## config.mk

```make
export PLATFORM = sky130hd
export DESIGN_NAME = m10k_write_sram0
export DESIGN_NICKNAME = d
export VERILOG_FILES = /design/src/rtl/m10k_write_sram0_pkg.sv /design/src/rtl/m10k_write_sram0.sv
export SDC_FILE = /design/constraint.sdc
export NUM_CORES = 1
export LEC_CHECK = 0
export ABC_CLOCK_PERIOD_IN_PS = 3900
export BUFFER_PORTS_ARGS = -buffer_cell sky130_fd_sc_hd__buf_2
export CELL_PAD_IN_SITES_DETAIL_PLACEMENT = 0
export CELL_PAD_IN_SITES_GLOBAL_PLACEMENT = 1
export CORE_UTILIZATION = 46
export DETAILED_ROUTE_END_ITERATION = 12
export PLACE_DENSITY = 0.94
export SLEW_MARGIN = 20
export SYNTH_ARGS = -nofsm -noshare
export SYNTH_HDL_FRONTEND = slang
export SYNTH_SLANG_ARGS = --single-unit
export TNS_END_PERCENT = 100
```

## constraint.sdc

```tcl
create_clock -name i_clk -period 3.9 [get_ports i_clk]
set_input_delay 0.195 -clock i_clk [delete_from_list [all_inputs] [get_ports i_clk]]
set_output_delay 0.195 -clock i_clk [all_outputs]
set_load 0.05 [all_outputs]
```

## src/rtl/m10k_write_sram0_pkg.sv

```systemverilog
// Shared SpMV definitions for the SRAM0 (M10K) access FSMs: state codes,
// slot addresses and line geometry.
package m10k_write_sram0_pkg;

    localparam int SPMV_ELEM_W  = 16;
    localparam int SPMV_LANES   = 16;
    localparam int SPMV_ADDR_W  = 5;
    localparam int SPMV_IV_ADDR = 16;
    localparam int SPMV_MV_ADDR = 17;

    // Same encodings as the SRAM0 read FSM so o_state can be probed uniformly.
    typedef enum logic [1:0] {
        ST_IDLE  = 2'b00,
        ST_FILL  = 2'b01,
        ST_WRITE = 2'b10,
        ST_DONE  = 2'b11
    } sram0_state_e;

    typedef enum logic {
        TGT_IV = 1'b0,
        TGT_MV = 1'b1
    } sram0_tgt_e;

endpackage

```

## src/rtl/m10k_write_sram0.sv

```systemverilog
// SRAM0 write-side packer: gathers up to LANES elements into one line and
// commits it to the input-vector or matrix-value slot in a single write cycle.
module m10k_write_sram0
    import m10k_write_sram0_pkg::*;
#(
    parameter int ELEM_W  = SPMV_ELEM_W,
    parameter int LANES   = SPMV_LANES,
    parameter int ADDR_W  = SPMV_ADDR_W,
    parameter int IV_ADDR = SPMV_IV_ADDR,
    parameter int MV_ADDR = SPMV_MV_ADDR
) (
    input  logic                    i_clk,
    input  logic                    i_rstn,
    input  logic                    i_write_start_IV,
    input  logic                    i_write_start_MV,
    input  logic                    i_data_valid,
    input  logic [ELEM_W-1:0]       i_data,
    input  logic                    i_last,
    output logic                    o_ready,
    output logic                    o_write_en,
    output logic [ADDR_W-1:0]       o_write_addr,
    output logic [ELEM_W*LANES-1:0] o_write_data,
    output logic                    o_done,
    output logic [1:0]              o_state
);

    localparam int CNT_W = $clog2(LANES);

    sram0_state_e                 state_q, state_d;
    sram0_tgt_e                   tgt_q, tgt_d;
    logic [CNT_W-1:0]             cnt_q, cnt_d;
    logic [LANES-1:0][ELEM_W-1:0] buf_q, buf_d;

    always_ff @(posedge i_clk or negedge i_rstn) begin
        if (!i_rstn) begin
            state_q <= ST_IDLE;
            tgt_q   <= TGT_IV;
            cnt_q   <= '0;
            buf_q   <= '0;
        end else begin
            state_q <= state_d;
            tgt_q   <= tgt_d;
            cnt_q   <= cnt_d;
            buf_q   <= buf_d;
        end
    end

    always_comb begin
        state_d = state_q;
        tgt_d   = tgt_q;
        cnt_d   = cnt_q;
        buf_d   = buf_q;
        case (state_q)
            ST_IDLE: begin
                // IV has priority when both starts arrive together.
                if (i_write_start_IV || i_write_start_MV) begin
                    state_d = ST_FILL;
                    tgt_d   = i_write_start_IV ? TGT_IV : TGT_MV;
                    cnt_d   = '0;
                    buf_d   = '0;
                end
            end
            ST_FILL: begin
                if (i_data_valid) begin
                    buf_d[cnt_q] = i_data;
                    cnt_d        = cnt_q + 1'b1;
                    if (i_last || cnt_q == CNT_W'(LANES - 1))
                        state_d = ST_WRITE;
                end
            end
            ST_WRITE: state_d = ST_DONE;
            ST_DONE:  state_d = ST_IDLE;
            default:  state_d = ST_IDLE;
        endcase
    end

    assign o_ready      = (state_q == ST_FILL);
    assign o_write_en   = (state_q == ST_WRITE);
    assign o_done       = (state_q == ST_DONE);
    assign o_state      = state_q;
    assign o_write_data = buf_q;
    // Address is only driven during the write strobe so idle bus is quiet.
    assign o_write_addr = (state_q != ST_WRITE) ? '0 :
                          (tgt_q == TGT_MV)     ? ADDR_W'(MV_ADDR) : ADDR_W'(IV_ADDR);

endmodule

```

Yosys cells after proc, flatten, opt, wreduce, memory -nomap -nowiden
Index checks and enable logic that the tools add are counted.
W data, S select, Z words.
- flip-flop bits (word level): 263
- bits of input ports: 22
- word-level logic and storage cells: 54
- $add $sub $neg: 1
- magnitude comparators: 2
- eq/ne operators: 8
- mux-type cells: 16
- reductions and logical operators: 8
- operator list (kind ; number):
    $mux W256 ; 2
    $pmux W256 S2 ; 1
    $bwmux W256 ; 1
    $demux W16 S4 ; 1
    $mux W16 ; 1
    $mux W4 ; 2
    $pmux W2 S4 ; 1
    $pmux W4 S2 ; 1
    $mux W2 ; 3
    $ne A2 B2 Y1 const B ; 3
    $reduce_and A3 Y1 ; 2
    $lt A4 B5 Y1 const B ; 1
    $mux W5 ; 1
    $add A4 B1 Y4 const B ; 1
    $eq A2 B2 Y1 const B ; 2
    $eq A4 B4 Y1 const B ; 1
    $ge A4 B1 Y1 const B ; 1
    $eq A2 B1 Y1 const B ; 1
    $logic_not A2 Y1 ; 1
    $logic_or A1 B1 Y1 ; 2
    $mux W1 ; 2
    $ne A2 B1 Y1 const B ; 1
    $reduce_and A2 Y1 ; 1
    $reduce_bool A2 Y1 ; 1
    $logic_and A1 B1 Y1 ; 1

Longest topological paths before layout
Gate-level depths: netlist of the first run.
- depth in word-level cells: 7
- gate-level depth with buffers: 8

Worst setup path before layout of the first run
No wires, ideal clock.
- path type: flip-flop to flip-flop
- start point: register state_q[0] (netlist: o_state[0])
- end point: register buf_q, in the netlist o_write_data[199]
- library setup time: 0.080 ns
- data arrival time: 2.507 ns
- data required time: 3.820 ns
- slack: 1.313 ns
- stages on the path, launching flop included: 8
- path buffers: 3
- cells stage by stage: dfrtp_1 > ha_1 > mux2i_1 > buf_6 > nor4b_2 > buf_4 > buf_6 > mux2i_1
- word-level cells in the longest chain between the ends: 3
- elaborated cells on any way between the ends: 7
- those cells by class: eq/ne: 3; mux: 1; reduce/logical: 3
- ends and longest elaborated chain (element ; RTL line ; RTL):
    start, declared ; m10k_write_sram0.sv:29 ; sram0_state_e state_q, state_d;
    start signal, assigned ; m10k_write_sram0.sv:41 ; state_q <= state_d;
    $eq A2 B1 Y1 (*) ; -- ;
    named net o_ready ; m10k_write_sram0.sv:19 ; output logic o_ready,
    $ne A2 B2 Y1 (no line) or $reduce_bool A2 Y1 (tied branches) ; -- ;
    $reduce_and A3 Y1 (no line) ; -- ;
    end signal, assigned ; m10k_write_sram0.sv:44 ; buf_q <= buf_d;
    end, declared ; m10k_write_sram0.sv:32 ; logic [LANES-1:0][ELEM_W-1:0] buf_q, buf_d;
The timed path passes the listed nets; every way through them passes the cells marked *.
A chain may end at the register's enable or synchronous reset.

Worst setup path in the final report of the first run
- start point: register state_q[0] (netlist: o_state[0])
- end point: register buf_q, in the netlist o_write_data[119]
- word-level cells in the longest chain between the ends: 3
- elaborated cells on any way between the ends: 7
- those cells by class: eq/ne: 3; mux: 1; reduce/logical: 3
- ends and longest elaborated chain (element ; RTL line ; RTL):
    $eq A2 B1 Y1 or $logic_not A2 Y1 (tied branches) ; m10k_write_sram0.sv:53 ; case (state_q)
    $ne A2 B2 Y1 (no line) or $reduce_bool A2 Y1 (tied branches) ; -- ;
    $reduce_and A3 Y1 (no line) ; -- ;
Several ways; a longest one is shown, not always the timed one.

==> flow_summary.ini, run 1 <==
[outcome]
outcome = finished clean

[floorplanning]
die_w_um = 162
start_util_pct = 46.7
die_area_mm2 = 0.0261
die_y_um = 162
ios = 288
num_rows = 58
core_area_mm2 = 0.0251

[drt]
drt_wl_total_mm = 34.8
wl_met2_mm = 16.7
dr_total_vias = 8953
drtIter0Drc = 881
top_layer = met4
drt-wirelength-per-cell_um = 22.5
via_per_inst = 5.79
wl_met3_mm = 2.46
firstDrtPassIters = 5
met1_length_mm = 14.7
ant_nets = 0
remaining_drc_errors = 0

[power_and_ir_drop]
p_int_w = 0.00544
clockPowerShare_pct = 30.1
cellLeakagePower_nw = 6.96
pwr-share-seq_pct = 34.5
irDropWorstVdd_uv = 553
p_sw_share_pct = 41.8
switching_power_w = 0.00391
power.total_w = 0.00935
p_per_area_mw_per_mm2 = 655
combPwrFrac_pct = 35.4

[critical_path]
slowest_stage = nor3_4
critPathRequiredTime_ns = 4.35
path_cells = inv_1, ha_1, nor3b_4, buf_4, nor3_4, mux2i_1
critPathMaxStageDelay_ns = 0.95
cp_max_fo = 36
start_kind = flip-flop
crit_arrival_ns = 3.13
path_class = reg2reg
crit_path_end_kind = flip-flop

[timing]
setup_violations = 0
rsz0062_at_grt = no
min_period_ns = 2.68
maxSlewViolCount = 0
fin_setup_tns_ns = 0
tightest_slew_ns = 1.09
clock_skew_ns = 0.0100
fmax_ghz = 0.373
period_share_pct = 68.8
final_hold_viol_count = 0
timing.final.ws_setup_ns = 1.22
slew-limit-headroom_pct = 27.2

[final_layout]
mostFrequentLayoutCell = buf_2
nFillCells = 2106
n_antenna_cell = 0
layout_common_cells = 283 x buf_2, 263 x dfrtp_1, 222 x o21ai_0
drive_gt1_share_pct = 32.4
nNetsFinal = 1225
area_delta_synth_final_pct = 21.6

[synth]
synth_compound_area_share_pct = 14.3
syn_inst = 956
ys.warnings.count = 0
synthAdderAreaFrac_pct = 0.853
synthSimpleGateAreaFrac_pct = 5.59
synth_cell_type_count = 45
ys_ff_latch = 263
synth_top_family_by_area = multiplexers
syn_area_per_cell_um2 = 12.3
muxShareOfSynthArea_pct = 17.7
syn_area_mm2 = 0.0117
synthXorXnorAreaFrac_pct = 0
ys_seq_area_share_pct = 56.1

[clocking]
insertion_delay_ns = 0.54
post_cts_resized = 0
root_buffer = clkbuf_16
htreeDepth = 1
cts_sinks = 263
cts_buffer_depth = 3
cts_tree = built
postCtsSetupRepairBufs = 0
clk_pin_slew_ns = 0.06
numCtsBuffers = 27

[global_routing]
grt_pass1_vias = 8796
grt_pass1_wl_mm = 53.5
grt-ovfl-total = 0
antenna_found_initial = 0
grt_usage_pct = 26.6
grt_max_degree = 215

[place]
post-place-ws_ns = 1.23
gp_congestion = 0.821
dp_hpwl_mm = 21.9
port_buffers = 284

[flow_run]
maxCapViolations = 0

[hold_path]
hp-class = in2reg
==> worst max-delay path: cells and delay by family (launching register included) <==
family | cells | cell delay, ns
flip-flops | 1 | 0.40
buffers and inverters | 2 | 0.40
AND/OR/NAND/NOR | 2 | 1.15
multiplexers | 1 | 0.29
adder cells (fa/ha/maj) | 1 | 0.33
==> layout make-up <==
| cell class | count | area, um^2 | area share (%) |
|---|---|---|---|
| clock buffers | 33 | 758 | 5.32 |
| inverters | 6 | 22.5 | 0.158 |
| flip-flops and latches | 263 | 6580 | 46.1 |
| multi-input cells | 584 | 4580 | 32.1 |
| clock inverters | 16 | 215 | 1.51 |
| repair buffers | 313 | 1690 | 11.9 |
| well taps | 330 | 413 | 2.90 |
==> synth_stat cells (all sizes together) <==
| library cell | instances | area (um^2) |
|---|---|---|
| nand2 | 19 | 71.3 |
| and2 | 1 | 6.26 |
| mux2i | 204 | 2040 |
| a21oi | 2 | 10.0 |
| o21a | 1 | 7.51 |
| dfrtp | 263 | 6580 |
| ha | 8 | 100 |
| a211o | 1 | 8.76 |
| nand3 | 14 | 85.1 |
| o2bb2ai | 12 | 105 |
| nand2b | 1 | 6.26 |
| or3b | 1 | 8.76 |
| nor3 | 9 | 135 |
| nor2b | 1 | 6.26 |
| clkbuf | 57 | 214 |
| and3 | 2 | 12.5 |
| o21ai | 222 | 1110 |
| inv | 6 | 22.5 |
| a22o | 9 | 78.8 |
| a311oi | 1 | 8.76 |
| conb | 1 | 3.75 |
| nor2 | 4 | 15.0 |
| or4 | 1 | 7.51 |
| a21boi | 1 | 7.51 |
| a31oi | 1 | 6.26 |
| o311ai | 8 | 70.1 |
| buf | 46 | 379 |
| nor3b | 13 | 164 |
| o31ai | 1 | 7.51 |
| or2 | 1 | 6.26 |
| a32o | 26 | 260 |
| and4 | 1 | 8.76 |
| nor4b | 5 | 62.6 |
| mux2 | 3 | 33.8 |
| dlygate4sd1 | 2 | 17.5 |
| nand3b | 8 | 60.1 |
==> layer usage <==
layer / GRT usage, % / vias up
met5: 0 / -
li1: - / 3950
met1: 36.2 / 4575
met4: 9.18 / 0
met2: 42.4 / 355
met3: 5.44 / 73
==> power groups by stage <==
stage / Clock (W) / Sequential (W) / Combinational [W]
2_1_floorplan: 0 / 0.00417 / 0.00142
3_3_place_gp: 0 / 0.00325 / 0.00328
3_5_place_dp: 0 / 0.00326 / 0.00330
4_1_cts: 0.00286 / 0.00322 / 0.00331
5_1_grt: 0.00297 / 0.00326 / 0.00347
6_report: 0.00282 / 0.00323 / 0.00331
==> what timing repair did <==
item,in CTS,in global routing
hold buffers,2,0
endpoints found under the setup margin,0,0
endpoints found under the hold margin,123,0
==> cell families after synthesis <==
kind of cell	Yosys count
AO/OA/AOI/OAI	285
other	1
multiplexers	207
flip-flops	263
adder cells (fa/ha/maj)	8
buffers and inverters	111
AND/OR/NAND/NOR	81
==> sequential cells by signal, indices dropped and copies added (netlist names) <==
| signal | cells |
|---|---|
| o_write_data | 256 |
| o_state | 2 |
| cnt_q | 4 |
| tgt_q | 1 |
==> stage by stage <==
step | hold WS, ns | std cells | cell area [um^2] | utilization, %
after detailed placement | 0.377 | 1494 | 13300 | 52.8
after global routing | 0.0186 | 1545 | 14300 | 56.8
final | 0.0191 | 1545 | 14300 | 56.8
after CTS | 0.00668 | 1545 | 14300 | 56.8
after floorplan | -0.101 | 958 | 11700 | -
after global placement | 0.371 | 1494 | 13300 | 52.8
==> path summary, 6_finish.rpt <==
kind                                   start           endpoint  slack (ns)  depth (start not counted)
max reg2reg                       o_state[0]  o_write_data[119]        1.22                          6
min                               i_data[15]   o_write_data[15]        0.02                          3
max in group asynchronous             i_rstn  o_write_data[175]        2.46                          3
min reg2reg                o_write_data[252]  o_write_data[252]        0.50                          1
min in group asynchronous             i_rstn   o_write_data[87]        0.33                          2
max                               o_state[0]  o_write_data[119]        1.22                          6
No activity file was read; power rests on OpenSTA's default activity.
==> run 2, diff against run 1 <==
Settings changed: ABC_AREA set to 1, ABC_CLOCK_PERIOD_IN_PS 3900 to 2150, CORE_UTILIZATION 46 to 37, PLACE_DENSITY 0.94 to 0.85.
Clock period 3.9 ns to 2.15 ns, I/O delays scaled along.
==> flow_summary.ini, run 2 <==
[timing]
clock_skew_ns = 0.00912
setup_violations = 0
final_hold_viol_count = 0
period_share_pct = 94.0
fmax_ghz = 0.495
maxSlewViolCount = 0
timing.final.ws_setup_ns = 0.130
fin_setup_tns_ns = 0
tightest_slew_ns = 0.588
slew-limit-headroom_pct = 60.7
min_period_ns = 2.02

[global_routing]
grt_max_degree = 65
grt_pass1_vias = 9987
grt_pass1_wl_mm = 59.9
grt_usage_pct = 23.4
use_met1_pct = 32.5
grt-ovfl-total = 0
met2_usage_pct = 36.2
busiest_layer = met2
use_met3_pct = 3.29
antenna_found_initial = 0

[clocking]
htreeDepth = 1
clk_pin_slew_ns = 0.06
cts_buffer_depth = 3
insertion_delay_ns = 0.54
cts_tree = built
postCtsSetupRepairBufs = 0
numCtsBuffers = 29
cts_sinks = 263
root_buffer = clkbuf_16

[drt]
remaining_drc_errors = 0
firstDrtPassIters = 6
drtIter0Drc = 914
via_per_inst = 5.27
drt_wl_total_mm = 39.2
ant_nets = 0
dr_total_vias = 10600
drt-wirelength-per-cell_um = 19.6

[place]
dp_hpwl_mm = 25.3
port_buffers = 284
post-place-cells = 1949
gp_congestion = 0.806
post-place-ws_ns = 0.120

[final_layout]
n_antenna_cell = 0
nNetsFinal = 1579
drive_gt1_share_pct = 25.9
largest_reg_flops = 256
layout_common_cells = 565 x nand2_1, 282 x buf_2, 263 x dfrtp_1
nFillCells = 3073
final_cells = 2003
mostFrequentLayoutCell = nand2_1
area_delta_synth_final_pct = 20.5

[floorplanning]
start_util_pct = 37.9
num_rows = 65
die_area_mm2 = 0.0333
die_w_um = 182
die_y_um = 182
core_area_mm2 = 0.0318
ios = 288

[synth]
async_reset_ff_share_pct = 100
synth_cell_type_count = 29
synth.most_common_cell = nand2_1
synth_ff_type = dfrtp_1
synth_top_cell_area_share_pct = 54.7
syn_area_mm2 = 0.0120
syn_inst = 1302
ys_seq_area_share_pct = 54.7
yosysTopAreaCell = dfrtp_1
ys_top_cells_by_area = dfrtp_1 55%, nand2_1 18%, nand4_1 13%, buf_6 5.5%, buf_2 1.5%
ys_ff_latch = 263
synth_edf_count = 0
ys.warnings.count = 0
syn_area_per_cell_um2 = 9.24
yosys-top-cells-count = 565 x nand2_1, 263 x dfrtp_1, 257 x nand4_1

[critical_path]
crit_arrival_ns = 1.91
path_buf_inv = 3
crit_path_end_kind = primary output
slowest_stage = dfrtp_1
path_cells = inv_1, ha_2, buf_4, clkbuf_4
path_delay_family = buffers and inverters
cp_max_fo = 24
critPathMaxStageDelay_ns = 0.43
start_kind = flip-flop
path_class = reg2out
critPathRequiredTime_ns = 2.04

[power_and_ir_drop]
p_per_area_mw_per_mm2 = 1230
cellLeakagePower_nw = 8.62
irDropWorstVdd_uv = 1090
power.total_w = 0.0178

[flow_run]
maxCapViolations = 0

[hold_path]
hp-class = in2reg

[outcome]
outcome = finished clean
-- run 2: cell types whose count changed after synthesis, sizes merged, moves of 13 or more --
cell and delta:
nand2 +548, nor3b -13, inv +31, clkbuf -49, nand3 +21, o21ai -218
nand4 +257, mux2i -204, a32o -26, buf +64
-- run 2: cells by family (layout without fill, tap and decap cells) --
group                      after synthesis  after routing  synth area share (%)
AOI/OAI and AO/OA                        5              5                 0.239
xor gates and xnor gates                 1              1                0.0728
adders and majority gates                8              8                 0.832
buffers and inverters                  160            424                  9.97
DFF                                    263            263                  54.7
other                                    1              3                0.0312
and+or+nand+nor                        864            864                  34.2
-- run 2: layer usage --
layer	routed length (um)	vias up
li1	-	4873
met1	16700	5122
met2	18100	463
met3	2670	93
met4	1700	0
met5	0	-
-- run 2: where the power goes --
group          total, W  switching (W)  internal [W]  leakage (nW)
clock network   0.00470        0.00196       0.00273         0.424
registers       0.00552       0.000252       0.00527          3.66
logic           0.00756        0.00591       0.00165          4.53
-- run 2: stage by stage --
stage / hold WS (ns) / utilization [%] / area [um^2]
after floorplan: -0.188 / - / 12000
after global placement: 0.105 / 42.7 / 13600
after detailed placement: 0.105 / 42.7 / 13600
after CTS: 0.0121 / 45.6 / 14500
after global routing: 0.0415 / 45.6 / 14500
final: 0.0345 / 45.6 / 14500
-- run 2: final cells by class --
cell class                      instances  area, um^2  share of cell area [%]
Clock buffer                           46         830                    5.72
Clock inverter                          4        47.5                   0.328
Inverter                               42         169                    1.16
Multi-Input combinational cell        881        4290                    29.6
Sequential cell                       263        6580                    45.4
Tap cell                              435         544                    3.75
Timing Repair Buffer                  332        2040                    14.1
-- run 2: repair_timing --
action,in CTS,in global routing
hold endpoints to repair,192,0
hold buffers,4,0
setup endpoints to repair,0,29
resized for setup,0,3
-- run 2: path summary, 6_finish.rpt --
kind,slack (ns),from,cells past startpoint,to
worst max-delay path,0.13,o_state[1],4,o_ready
worst min-delay path,0.03,i_data[7],5,o_write_data[55]
worst max register to register,0.16,o_state[1],7,o_write_data[176]
worst min register to register,0.46,o_write_data[213],2,o_write_data[213]
max in group asynchronous,1.27,i_rstn,3,o_write_data[179]
min in group asynchronous,0.12,i_rstn,2,o_write_data[7]
-- run 2: worst register-to-register path, cell delays in order, from the launching register on --
cell,delay (ns)
dfrtp_1,0.43
inv_1,0.10
ha_2,0.23
buf_4,0.31
nand2_1,0.13
inv_2,0.43
nand4_1,0.20
nand2_1,0.10
==> run 3, diff against run 2 <==
Settings changed: ABC_CLOCK_PERIOD_IN_PS 2150 to 1600, SKIP_CTS_REPAIR_TIMING set to 1.
Clock period 2.15 ns to 1.6 ns, I/O delays scaled along.
==> flow_summary.ini, run 3 (same netlist as run 2, synthesis figures left out) <==
[global_routing]
grt_max_degree = 55
grt_usage_pct = 23.6
grt-ovfl-total = 0
grt_pass1_vias = 10400
antenna_found_initial = 0
grt_pass1_wl_mm = 60.5

[timing]
fin_setup_tns_ns = -20.54
min_period_ns = 1.74
setup_violations = 264
maxSlewViolCount = 0
fmax_ghz = 0.576
period_share_pct = 109
clock_skew_ns = 0.0166
rsz0062_at_grt = yes
final_hold_viol_count = 0
timing.final.ws_setup_ns = -0.137

[clocking]
cts_sinks = 263
cts_buffer_depth = 3
clk_pin_slew_ns = 0.06
cts_tree = built
numCtsBuffers = 28
insertion_delay_ns = 0.55
root_buffer = clkbuf_16
htreeDepth = 1

[power_and_ir_drop]
p_per_area_mw_per_mm2 = 1800
cellLeakagePower_nw = 9.91
irDropWorstVdd_uv = 1320

[drt]
drt_wl_total_mm = 45.8
firstDrtPassIters = 6
remaining_drc_errors = 0
drtIter0Drc = 1084
via_per_inst = 5.48
ant_nets = 0
drt-wirelength-per-cell_um = 21.4
dr_total_vias = 11700

[flow_run]
maxCapViolations = 0

[hold_path]
hp-class = in2async

[final_layout]
area_delta_synth_final_pct = 46.1
final_util_pct = 55.3
nNetsFinal = 1717
layout_common_cells = 435 x nand2_1, 279 x buf_2, 261 x dfrtp_1
n_antenna_cell = 0
mostFrequentLayoutCell = nand2_1
drive_gt1_share_pct = 41.1
largest_reg_flops = 256

[critical_path]
path_class = reg2reg
crit_arrival_ns = 2.18
cp_max_fo = 16
reg2reg_depth = 10
critPathRequiredTime_ns = 2.04
start_kind = flip-flop
crit_path_end_kind = flip-flop

[floorplanning]
num_rows = 65
die_w_um = 182
core_area_mm2 = 0.0318
start_util_pct = 37.9
die_y_um = 182
ios = 288
die_area_mm2 = 0.0333

[outcome]
outcome = finished with violations
violations = setup timing

[place]
dp_hpwl_mm = 27.2
port_buffers = 284
gp_congestion = 0.838
-- run 3: worst paths after layout --
check | slack [ns] | start | to
worst max-delay path | -0.14 | o_state[1] | o_write_data[37]
worst min-delay path | 0.03 | i_rstn | o_write_data[2]
worst max register to register | -0.14 | o_state[1] | o_write_data[37]
worst min register to register | 0.47 | o_write_data[187] | o_write_data[187]
max in group asynchronous | 0.91 | i_rstn | o_write_data[139]
min in group i_clk | 0.06 | i_data[15] | o_write_data[47]
-- run 3: worst max-delay path, stage by stage (launching register included) --
cell	delay [ns]
dfrtp_2	0.42
inv_4	0.07
buf_6	0.09
ha_4	0.16
o21ai_4	0.12
nand2_8	0.17
clkbuf_16	0.21
nand3_2	0.09
buf_12	0.16
nand2_1	0.07
nand2_1	0.06
-- run 3: layer usage --
metal	share of wire, %	routed length, um	global-route usage (%)
met1	40	18500	31.4
met2	47	21600	37.3
met3	7.9	3640	4.05
met4	4.6	2100	11.7
met5	0	0	0
-- run 3: cell type report --
type / instances / area [um^2]
fillers: 2748 / 14200
clock inverters: 12 / 93.8
repair inverters: 1 / 7.51
multi-input cells: 892 / 4980
repair buffers: 459 / 4340
well taps: 435 / 544
inverters: 42 / 200
flip-flops and latches: 263 / 6580
clock buffers: 40 / 837
-- run 3: metrics by stage --
stage	setup WS, ns	instance area (um^2)	hold WS [ns]	total power, W	std cells
2_1_floorplan	-0.178	12100	-0.216	0.0158	1304
3_3_place_gp	-0.0905	14500	0.0213	0.0190	2013
3_5_place_dp	-0.170	14500	0.0311	0.0191	2013
4_1_cts	-0.234	15400	-0.550	0.0257	2065
5_1_grt	-0.210	17600	0.0826	0.0327	2144
6_report	-0.137	17600	0.0334	0.0316	2144
-- run 3: power breakdown --
group / total (W) / leakage [nW] / internal (W) / switching [W]
Clock: 0.00657 / 0.462 / 0.00379 / 0.00278
Sequential: 0.00748 / 3.66 / 0.00708 / 0.000403
Combinational: 0.0176 / 5.79 / 0.00694 / 0.0106
